File: src/rtl/obc_dft_shift_accumulator_pkg.sv
// Shared constants, FSM encoding and per-bin OBC offsets for the DA DFT bins.
// Offsets are -sum of the 4096-scaled bin coefficients; only the real DC bin is non-zero.
package obc_dft_pkg;

  localparam int unsigned N_PTS = 16;
  localparam int unsigned DW    = 16;
  localparam int unsigned RW    = 32;
  localparam int unsigned AW    = 48;

  typedef enum logic [1:0] {
    IDLE,
    RUN,
    FINISH
  } state_t;

  localparam logic signed [AW-1:0] OFFSET_RE [N_PTS] = '{0: -48'sd65536, default: 48'sd0};
  localparam logic signed [AW-1:0] OFFSET_IM [N_PTS] = '{default: 48'sd0};

endpackage

File: src/rtl/obc_dft_shift_accumulator_if.sv
// Sample/result handshake plus the slice/m/romout link to the per-bin ROM combiner.
interface obc_dft_shift_accumulator_if #(
  parameter int unsigned DW = obc_dft_pkg::DW,
  parameter int unsigned RW = obc_dft_pkg::RW,
  parameter int unsigned AW = obc_dft_pkg::AW,
  parameter int unsigned N  = obc_dft_pkg::N_PTS
);

  logic                 start;
  logic [N*DW-1:0]      x_in;
  logic                 busy;
  logic [N-1:0]         slice;
  logic                 m;
  logic signed [RW-1:0] romout;
  logic                 done;
  logic signed [AW-1:0] result;

  modport master (
    output start, x_in, romout,
    input  busy, slice, m, done, result
  );

  modport slave (
    input  start, x_in, romout,
    output busy, slice, m, done, result
  );

endinterface

File: src/rtl/obc_bit_slicer.sv
// N parallel DW-bit shift registers; slice[n] is the current LSB of sample n.
module obc_bit_slicer #(
  parameter int unsigned DW = 16,
  parameter int unsigned N  = 16
) (
  input  logic            clk,
  input  logic            rst,
  input  logic            load,
  input  logic            shift,
  input  logic [N*DW-1:0] x_in,
  output logic [N-1:0]    slice
);

  logic [DW-1:0] sr_q [N];

  always_ff @(posedge clk) begin
    for (int unsigned n = 0; n < N; n++) begin
      if (rst) begin
        sr_q[n] <= '0;
      end else if (load) begin
        sr_q[n] <= x_in[n*DW +: DW];
      end else if (shift) begin
        sr_q[n] <= sr_q[n] >> 1;
      end
    end
  end

  always_comb begin
    slice = '0;
    for (int unsigned n = 0; n < N; n++) begin
      slice[n] = sr_q[n][0];
    end
  end

endmodule

File: src/rtl/obc_dft_shift_accumulator.sv
// Bit-serial OBC DA controller: drives the combiner LSB-first, shift-accumulates
// its partial sums, then applies the bin offset and the final /2 scaling.
module obc_dft_shift_accumulator #(
  parameter int unsigned          DW     = obc_dft_pkg::DW,
  parameter int unsigned          RW     = obc_dft_pkg::RW,
  parameter int unsigned          AW     = obc_dft_pkg::AW,
  parameter logic signed [AW-1:0] OFFSET = '0
) (
  input logic                         clk,
  input logic                         rst,
  obc_dft_shift_accumulator_if.slave  bus
);

  import obc_dft_pkg::*;

  localparam int unsigned     KW     = $clog2(DW);
  localparam logic [KW-1:0]   K_LAST = KW'(DW - 1);

  state_t               state_q, state_d;
  logic [KW-1:0]        k_q;
  logic signed [AW-1:0] acc_q;
  logic signed [AW-1:0] result_q;
  logic                 done_q;
  logic signed [AW-1:0] rom_ext;
  logic signed [AW-1:0] offset_sum;
  logic                 load, shift, busy_c, m_c;
  logic [N_PTS-1:0]     slice_raw;

  obc_bit_slicer #(
    .DW (DW),
    .N  (N_PTS)
  ) u_slicer (
    .clk   (clk),
    .rst   (rst),
    .load  (load),
    .shift (shift),
    .x_in  (bus.x_in),
    .slice (slice_raw)
  );

  always_ff @(posedge clk) begin
    if (rst) state_q <= IDLE;
    else     state_q <= state_d;
  end

  always_comb begin
    state_d = state_q;
    unique case (state_q)
      IDLE:    if (bus.start) state_d = RUN;
      RUN:     if (k_q == K_LAST) state_d = FINISH;
      FINISH:  state_d = IDLE;
      default: state_d = IDLE;
    endcase
  end

  always_comb begin
    load   = (state_q == IDLE) && bus.start;
    shift  = (state_q == RUN);
    busy_c = (state_q != IDLE);
    m_c    = (state_q == RUN) && (k_q == K_LAST);
  end

  assign rom_ext    = {{(AW-RW){bus.romout[RW-1]}}, bus.romout};
  assign offset_sum = acc_q + OFFSET;

  always_ff @(posedge clk) begin
    if (rst) begin
      k_q      <= '0;
      acc_q    <= '0;
      result_q <= '0;
      done_q   <= 1'b0;
    end else begin
      done_q <= 1'b0;
      unique case (state_q)
        IDLE: begin
          if (bus.start) begin
            k_q   <= '0;
            acc_q <= '0;
          end
        end
        RUN: begin
          acc_q <= acc_q + (rom_ext <<< k_q);
          k_q   <= k_q + 1'b1;
        end
        FINISH: begin
          result_q <= offset_sum >>> 1;
          done_q   <= 1'b1;
        end
        default: ;
      endcase
    end
  end

  assign bus.busy   = busy_c;
  assign bus.m      = m_c;
  assign bus.slice  = shift ? slice_raw : '0;
  assign bus.done   = done_q;
  assign bus.result = result_q;

endmodule

File: src/flat_wrapper.sv
// flat-port wrapper written by rule: the top's interface ports become plain ports
module obc_dft_shift_accumulator_flat import obc_dft_pkg::*;
#(
  parameter int unsigned          DW     = obc_dft_pkg::DW,
  parameter int unsigned          RW     = obc_dft_pkg::RW,
  parameter int unsigned          AW     = obc_dft_pkg::AW,
  parameter logic signed [AW-1:0] OFFSET = '0
)
  (clk, rst, bus_start, bus_x_in, bus_romout, bus_busy, bus_slice, bus_m, bus_done, bus_result);
  obc_dft_shift_accumulator_if #(.DW(DW), .RW(RW), .AW(AW)) bus_i ();
  input logic clk;
  input logic rst;
  input wire logic [$bits(bus_i.start)-1:0] bus_start;
  input wire logic [$bits(bus_i.x_in)-1:0] bus_x_in;
  input wire logic [$bits(bus_i.romout)-1:0] bus_romout;
  output wire logic [$bits(bus_i.busy)-1:0] bus_busy;
  output wire logic [$bits(bus_i.slice)-1:0] bus_slice;
  output wire logic [$bits(bus_i.m)-1:0] bus_m;
  output wire logic [$bits(bus_i.done)-1:0] bus_done;
  output wire logic [$bits(bus_i.result)-1:0] bus_result;
  assign bus_i.start = bus_start;
  assign bus_i.x_in = bus_x_in;
  assign bus_i.romout = bus_romout;
  assign bus_busy = bus_i.busy;
  assign bus_slice = bus_i.slice;
  assign bus_m = bus_i.m;
  assign bus_done = bus_i.done;
  assign bus_result = bus_i.result;
  obc_dft_shift_accumulator #(.DW(DW), .RW(RW), .AW(AW), .OFFSET(OFFSET)) u_core (.clk(clk), .rst(rst), .bus(bus_i));
endmodule
File: config.mk
export PLATFORM = sky130hd
export DESIGN_NAME = obc_dft_shift_accumulator_flat
export DESIGN_NICKNAME = d
export VERILOG_FILES = /design/src/rtl/obc_dft_shift_accumulator_pkg.sv /design/src/rtl/obc_dft_shift_accumulator_if.sv /design/src/rtl/obc_bit_slicer.sv /design/src/rtl/obc_dft_shift_accumulator.sv /design/src/flat_wrapper.sv
export SDC_FILE = /design/constraint.sdc
export NUM_CORES = 1
export LEC_CHECK = 0
export CAP_MARGIN = 15
export CORE_ASPECT_RATIO = 0.8
export CORE_MARGIN = 5
export CORE_UTILIZATION = 30
export CTS_BUF_LIST = sky130_fd_sc_hd__clkbuf_4 sky130_fd_sc_hd__clkbuf_8
export CTS_CLUSTER_DIAMETER = 30
export DETAILED_ROUTE_END_ITERATION = 8
export GPL_TIMING_DRIVEN = 0
export SYNTH_ARGS = -nofsm -noshare
export SYNTH_HDL_FRONTEND = slang
export SYNTH_SLANG_ARGS = --single-unit
File: constraint.sdc
create_clock -name clk -period 8.1 [get_ports clk]
set_input_delay 1.62 -clock clk [delete_from_list [all_inputs] [get_ports clk]]
set_output_delay 1.62 -clock clk [all_outputs]
set_load 0.005 [all_outputs]
==> results of run 1 <==
==> cells by family after synthesis <==
logic type               synth area share (%)
AO/OA/AOI/OAI                           22.19
AND/OR/NAND/NOR                         9.958
flip-flops                              54.57
buffers and inverters                   3.102
multiplexers                            4.786
adder cells (fa/ha/maj)                 3.481
XOR/XNOR                                1.916
==> cell usage after synthesis (all sizes together) (5+ instances only) <==
cell and n:
edfxtp 256, a22o 245, nand2 211, a21oi 126, clkbuf 110, dfxtp 102
o21ai 78, nor2 64, ha 48, mux2i 47, and2 36, a21o 31
xnor2 20, xor2 19, inv 17, nand3 17, buf 15, mux4 14
a211oi 12, nand4 12, nor3 12, o21bai 10, a31oi 8, o21a 8
nor2b 7, mux2 6, nand2b 5, o31ai 5
==> per-layer routing <==
layer | track usage [%] | up-vias | wire length [um]
met1 | 25.85 | 7368 | 28170
met2 | 28.93 | 503 | 28800
met5 | 0 | - | 81
met4 | 4.992 | 18 | 1094
li1 | - | 7022 | -
met3 | 5.316 | 104 | 4514
==> flip-flops by register name, summed over array words and instances, names as in the netlist <==
register              flops
u_core.k_q                4
u_core.bus.result        47
u_core.state_q            2
u_core.bus.done           1
u_core.acc_q             48
u_core.u_slicer.sr_q    256
==> how the worst min path moves through the flow <==
stage,startpoint,to,slack [ns],cells past startpoint
global placement,u_core.bus.result[28]$_SDFFE_PP0P_,u_core.bus.result[28]$_SDFFE_PP0P_,0.45,2
floorplan,u_core.acc_q[42]$_SDFFE_PP0P_,u_core.acc_q[42]$_SDFFE_PP0P_,0.44,2
global route,u_core.bus.result[33]$_SDFFE_PP0P_,u_core.bus.result[33]$_SDFFE_PP0P_,0.48,2
finish,u_core.bus.result[8]$_SDFFE_PP0P_,u_core.bus.result[8]$_SDFFE_PP0P_,0.45,2
CTS,u_core.bus.result[31]$_SDFFE_PP0P_,u_core.bus.result[31]$_SDFFE_PP0P_,0.45,2
detailed placement,u_core.bus.result[31]$_SDFFE_PP0P_,u_core.bus.result[31]$_SDFFE_PP0P_,0.45,2
==> critical path: cells and delay by family <==
| kind | cells | cell delay, ns |
|---|---|---|
| adders and majority gates | 1 | 0.32 |
| buffers and inverters | 2 | 0.66 |
| and+or+nand+nor | 4 | 0.86 |
| AOI/OAI and AO/OA | 8 | 2.33 |
| muxes | 1 | 0.25 |
==> area by class of cell <==
class / instances / share of cell area (%)
diodes: 5 / 0.05169
plain buffers: 125 / 2.021
clock buffers: 97 / 5.231
clock inverters: 55 / 2.114
inverters: 17 / 0.2946
multi-input cells: 1094 / 31.18
flip-flops and latches: 358 / 40.20
well taps: 779 / 4.027
repair buffers: 358 / 14.88
==> power groups by stage <==
stage	clock [mW]	sequential (mW)	combinational (mW)
floorplan	0	2.25	0.541
global placement	0	2.29	0.857
detailed placement	0	2.27	0.879
CTS	2.27	2.24	0.883
global route	2.37	2.25	0.970
finish	2.22	2.24	0.891
==> stage by stage <==
step                      hold WS, ns  setup TNS (ns)  worst slack (ns)  instances  power [mW]
final                          0.4541               0             2.630       2888       5.351
after floorplan                0.4430               0            0.4950       1594       2.788
after detailed placement       0.4481               0             2.093       2731       3.148
after global placement         0.4482         -650.85            -2.740       2729       3.143
after global routing           0.4756               0             2.382       2888       5.589
after CTS                      0.4547               0             2.791       2883       5.391
==> qor.csv, run 1 <==
metric,value,unit
fraction of power spent switching nets,28.48,%
die width,282.6,um
P_leak,9.095,nW
Synth area leader,edfxtp_1,
R2R depth,18,
Reg power frac,41.8,%
critical path's largest stage delay,0.49,ns
Avg Synthesized Cell Area,11.19,um^2
DRT antenna net count,0,
Inserted Clock Buffers,84,
Clk pwr share,41.5,%
drt pass-1 iters,5,
CTS tree,yes,
Final Cycle Share,67.53,%
combinational power share,16.6,%
first-pass GRT wire length,92200,um
number of post-CTS setup repair buffers,0,
vias in the first global route,14780,
Power Density,221.1,nW/um^2
Max Slew Vio Count,0,
worst-margin pin slew,0.9722,ns
critical setup path kind,in2reg,
status,"complete, no violations",
FF+latch area,9729,um^2
register bit total from synthesis,358,
syn nets,1934,
r2r setup slk,2.65,ns
Pint,3.827,mW
Area contributors post-synth,"edfxtp_1, a22o_1, dfxtp_1",
Startpoint Class,input port,
Fill cells,5685,
total clock sinks,358,
Clock Latency Late Sink,0.72,ns
Final Core Density,40.85,%
Die Y,228.1,um
full die area,64440,um^2
count of input and output buffers,356,
register area share after synthesis,54.57,%
clk_skew,0.05076,ns
worst vdd ir,0.1398,mV
Post-CTS Hold Fix Bufs,0,
initial core utilization,30.09,%
layout net count,2378,
largest net degree at the start of global routing,129,
share of layout cells above drive strength 1,8.508,%
Clock Tree Root,clkbuf_8,
FP Rows,80,
Yosys top cell area share,43.12,%
initial antenna violation count,15,
CP max stage cell,clkdlybuf4s50_1,
clock buffer depth,3,
area occupied by multi-input gates,7547,um^2
number of max-cap violations,0,
DP Area,22410,um^2
Top Ports,358,
Resized cells post-CTS,0,
Final Instance Area,24200,um^2
Post-Syn Area,17830,um^2
Routed wire per std cell,21.70,um
"Setup violations, final",0,
final WL,62660,um
GRT Overall Usage,18.70,%
r2r startpoint,u_core.k_q[0]$_SDFFE_PP0P_,
Via density,5.199,
"Primary FF master, synth",edfxtp_1,
core area,59260,um^2
Critical Path RT,8.68,ns
most frequent cells in the layout,"clkdlybuf4s50_1, edfxtp_1, a22o_1, nand2_1, a21oi_1",
worst min path class,reg2reg,
Arrival @ worst endpoint,6.05,ns
crit path to,u_core.acc_q[45]$_SDFFE_PP0P_,
Switch Pwr,1.524,mW
RSZ-0062 raised after global routing,no,
DRT iter0 DRCs,1115,
DR DRC count,0,
Clock Pin Slew Worst Setup and Hold Paths,0.05,ns
Setup crit start,bus_romout[3],
Crit Path Max Fanout,7,
Fin. Hold Viols,0,
library cells used by synthesis,62,
Gate Count Post-Synth,1594,
Slew headroom,35.18,%
crit path cell chain,clkdlybuf4s50_1 -> and2_1 -> o31a_1 -> mux2i_1 -> o22ai_1 -> ha_1 -> buf_2 -> nand4_1 -> or3_1 -> a21oi_1 -> o21ai_1 -> a211oi_1 -> o21ai_0 -> a211oi_2 -> nor3_1 -> o31ai_1,
Max Fclk,182.8,MHz
Worst Setup End Kind,flop,
Post-synth EDFFs,256,
P&R area growth vs syn,35.75,%
H-tree levels,3,
synth warn,0,
routability cong.,0.9443,
asr flop ratio synth,0,%
grt total ovfl,0,
r2r endpoint,u_core.acc_q[45]$_SDFFE_PP0P_,
Tmin final,5.470,ns
Post-DP HPWL,48060,um
"most common cell after layout, fill and taps aside",clkdlybuf4s50_1,
vias,15020,
Power figures use the tool's default switching activity.
==> run 2: changes to the inputs <==
==> constraint.sdc (replaced) <==
create_clock -name clk -period 4.5 [get_ports clk]
set_input_delay 0.9 -clock clk [delete_from_list [all_inputs] [get_ports clk]]
set_output_delay 0.9 -clock clk [all_outputs]
set_load 0.005 [all_outputs]
==> qor.csv, run 2 (same netlist as run 1, synthesis figures left out) <==
metric,value,unit
status,"complete, but fails checks",
failing checks,negative setup slack,
max FFs per register,256,
Slew headroom,31.83,%
R2R depth,16,
Startpoint Class,input port,
Routed wire per std cell,21.55,um
share of layout cells above drive strength 1,11.55,%
P&R area growth vs syn,39.66,%
largest net degree at the start of global routing,43,
Max Slew Vio Count,0,
P_leak,9.406,nW
"CP delay by family, top",compound AO/OA/AOI/OAI gates,
Crit Path Max Fanout,7,
WP depth,15,
FP Rows,80,
r2r setup slk,0.17,ns
Die Y,228.1,um
clk_skew,0.03972,ns
"most common cell after layout, fill and taps aside",clkdlybuf4s50_1,
worst path bufs/invs,1,
total clock sinks,358,
number of max-cap violations,0,
CP max stage cell,clkdlybuf4s50_1,
Via density,5.150,
layout net count,2395,
r2r startpoint,u_core.k_q[1]$_SDFFE_PP0P_,
crit path to,u_core.acc_q[44]$_SDFFE_PP0P_,
GRT Overall Usage,18.82,%
crit path cell chain,clkdlybuf4s50_1 -> mux2_2 -> o21ai_0 -> mux2_2 -> a21oi_2 -> ha_4 -> a21o_1 -> a21o_1 -> a21o_1 -> nor4_4 -> nor3b_2 -> o211ai_2 -> a211oi_4 -> a211o_1 -> a221o_1,
Clock Pin Slew Worst Setup and Hold Paths,0.05,ns
Tmin final,4.512,ns
Worst Setup End Kind,flop,
Fin. Hold Viols,0,
Design Power,10.23,mW
clock buffer depth,3,
first-pass GRT wire length,92400,um
critical setup path kind,in2reg,
Arrival @ worst endpoint,5.05,ns
count of input and output buffers,356,
Reg with most FFs,u_core.u_slicer.sr_q,
grt total ovfl,0,
worst vdd ir,0.2543,mV
Post-DP HPWL,48210,um
DRT iter0 DRCs,1124,
Final Hold Slack,0.4527,ns
CTS tree,yes,
DRT antenna net count,0,
"Top cell by count, worst path",a21o_1,
"Setup violations, final",1,
final WL,62980,um
Max Fclk,221.7,MHz
Clock Latency Late Sink,0.68,ns
Power Density,411.0,nW/um^2
worst-margin pin slew,1.023,ns
critical path's largest stage delay,0.48,ns
H-tree levels,3,
r2r endpoint,u_core.acc_q[44]$_SDFFE_PP0P_,
vias,15050,
final worst setup slack,-0.01163,ns
vias in the first global route,14740,
drt pass-1 iters,5,
worst min path class,reg2reg,
Post-CTS Hold Fix Bufs,0,
initial core utilization,30.09,%
core area,59260,um^2
Inserted Clock Buffers,87,
Top Ports,358,
full die area,64440,um^2
Setup crit start,bus_romout[1],
most frequent cells in the layout,"clkdlybuf4s50_1, edfxtp_1, a22o_1, nand2_1, a21oi_1",
initial antenna violation count,27,
Critical Path RT,5.04,ns
routability cong.,0.9526,
die width,282.6,um
Final Cycle Share,100.3,%
DR DRC count,0,
Clock Tree Root,clkbuf_8,
-- run 2: changes by cell type in the layout (fill, tap and decap cells not counted), moves of 7 or more --
| cell | delta |
|---|---|
| buf_12 | +7 |
| buf_4 | +13 |
| diode_2 | +9 |
| clkbuf_1 | -13 |
| clkinvlp_4 | +7 |
| bufinv_16 | +8 |
-- run 2: final cells by class --
| cell class | count | area (um^2) |
|---|---|---|
| diodes | 14 | 35.03 |
| plain buffers | 124 | 569.3 |
| clock buffers | 96 | 1271 |
| clock inverters | 68 | 782.0 |
| fillers | 5695 | 34360 |
| inverters | 17 | 67.56 |
| multi-input cells | 1094 | 7702 |
| flip-flops and latches | 358 | 9729 |
| well taps | 779 | 974.7 |
| repair buffers | 373 | 3770 |
-- run 2: per-stage QoR --
stage / setup slack (ns) / cells / utilization (%) / cell area, um^2 / setup TNS [ns]
6_report: -0.01163 / 2923 / 42.02 / 24900 / -0.01163
4_1_cts: 0.004206 / 2903 / 41.66 / 24690 / 0
5_1_grt: -0.01269 / 2921 / 42.01 / 24900 / -0.01269
3_5_place_dp: -0.8293 / 2736 / 38.05 / 22550 / -12.18
2_1_floorplan: -0.9844 / 1594 / - / 17880 / -236.26
3_3_place_gp: -3.472 / 2729 / 37.83 / 22410 / -836.35
-- run 2: how the worst min path moves through the flow --
| stage | from | end | slack [ns] | cells after the start |
|---|---|---|---|---|
| after CTS | u_core.bus.result[33]$_SDFFE_PP0P_ | u_core.bus.result[33]$_SDFFE_PP0P_ | 0.46 | 2 |
| after floorplan | u_core.acc_q[42]$_SDFFE_PP0P_ | u_core.acc_q[42]$_SDFFE_PP0P_ | 0.44 | 2 |
| final | u_core.bus.result[33]$_SDFFE_PP0P_ | u_core.bus.result[33]$_SDFFE_PP0P_ | 0.45 | 2 |
| after global placement | u_core.bus.result[30]$_SDFFE_PP0P_ | u_core.bus.result[30]$_SDFFE_PP0P_ | 0.45 | 2 |
| after global routing | u_core.bus.result[13]$_SDFFE_PP0P_ | u_core.bus.result[13]$_SDFFE_PP0P_ | 0.48 | 2 |
| after detailed placement | u_core.bus.result[0]$_SDFFE_PP0P_ | u_core.bus.result[0]$_SDFFE_PP0P_ | 0.45 | 2 |
-- run 2: worst reg2reg max path: stages, from the launching register on --
cell and delay, ns:
dfxtp_1 0.37, buf_4 0.22, buf_4 0.23, mux4_2 0.37, mux2i_2 0.20, mux2i_1 0.13, ha_1 0.34, buf_6 0.14
a211oi_2 0.22, nand2_1 0.12, or3_4 0.35, nor4_4 0.40, nor3b_2 0.11, o211ai_2 0.28, a211oi_4 0.12, a211o_1 0.31
a221o_1 0.31
-- run 2: routing by layer --
metal  up-vias  global-route usage, %  wire (um)
met5         -                      0        144
met4        22                  6.773       1780
met3       130                  6.062       5396
met2       585                  28.71      28710
met1      7255                  25.14      26950
li1       7060                      -          -
-- run 2: timing repair --
| action | in CTS | in global routing |
|---|---|---|
| buffers inserted | 3 | 7 |
| gates resized for setup | 24 | 42 |
| pin swaps | 2 | 10 |
| cloned | 0 | 0 |
| setup endpoints to repair | 30 | 16 |
-- run 2: report_power, final --
part,internal (mW),switching [mW]
combinational,0.775,0.899
clock,2.77,1.77
sequential,3.88,0.140
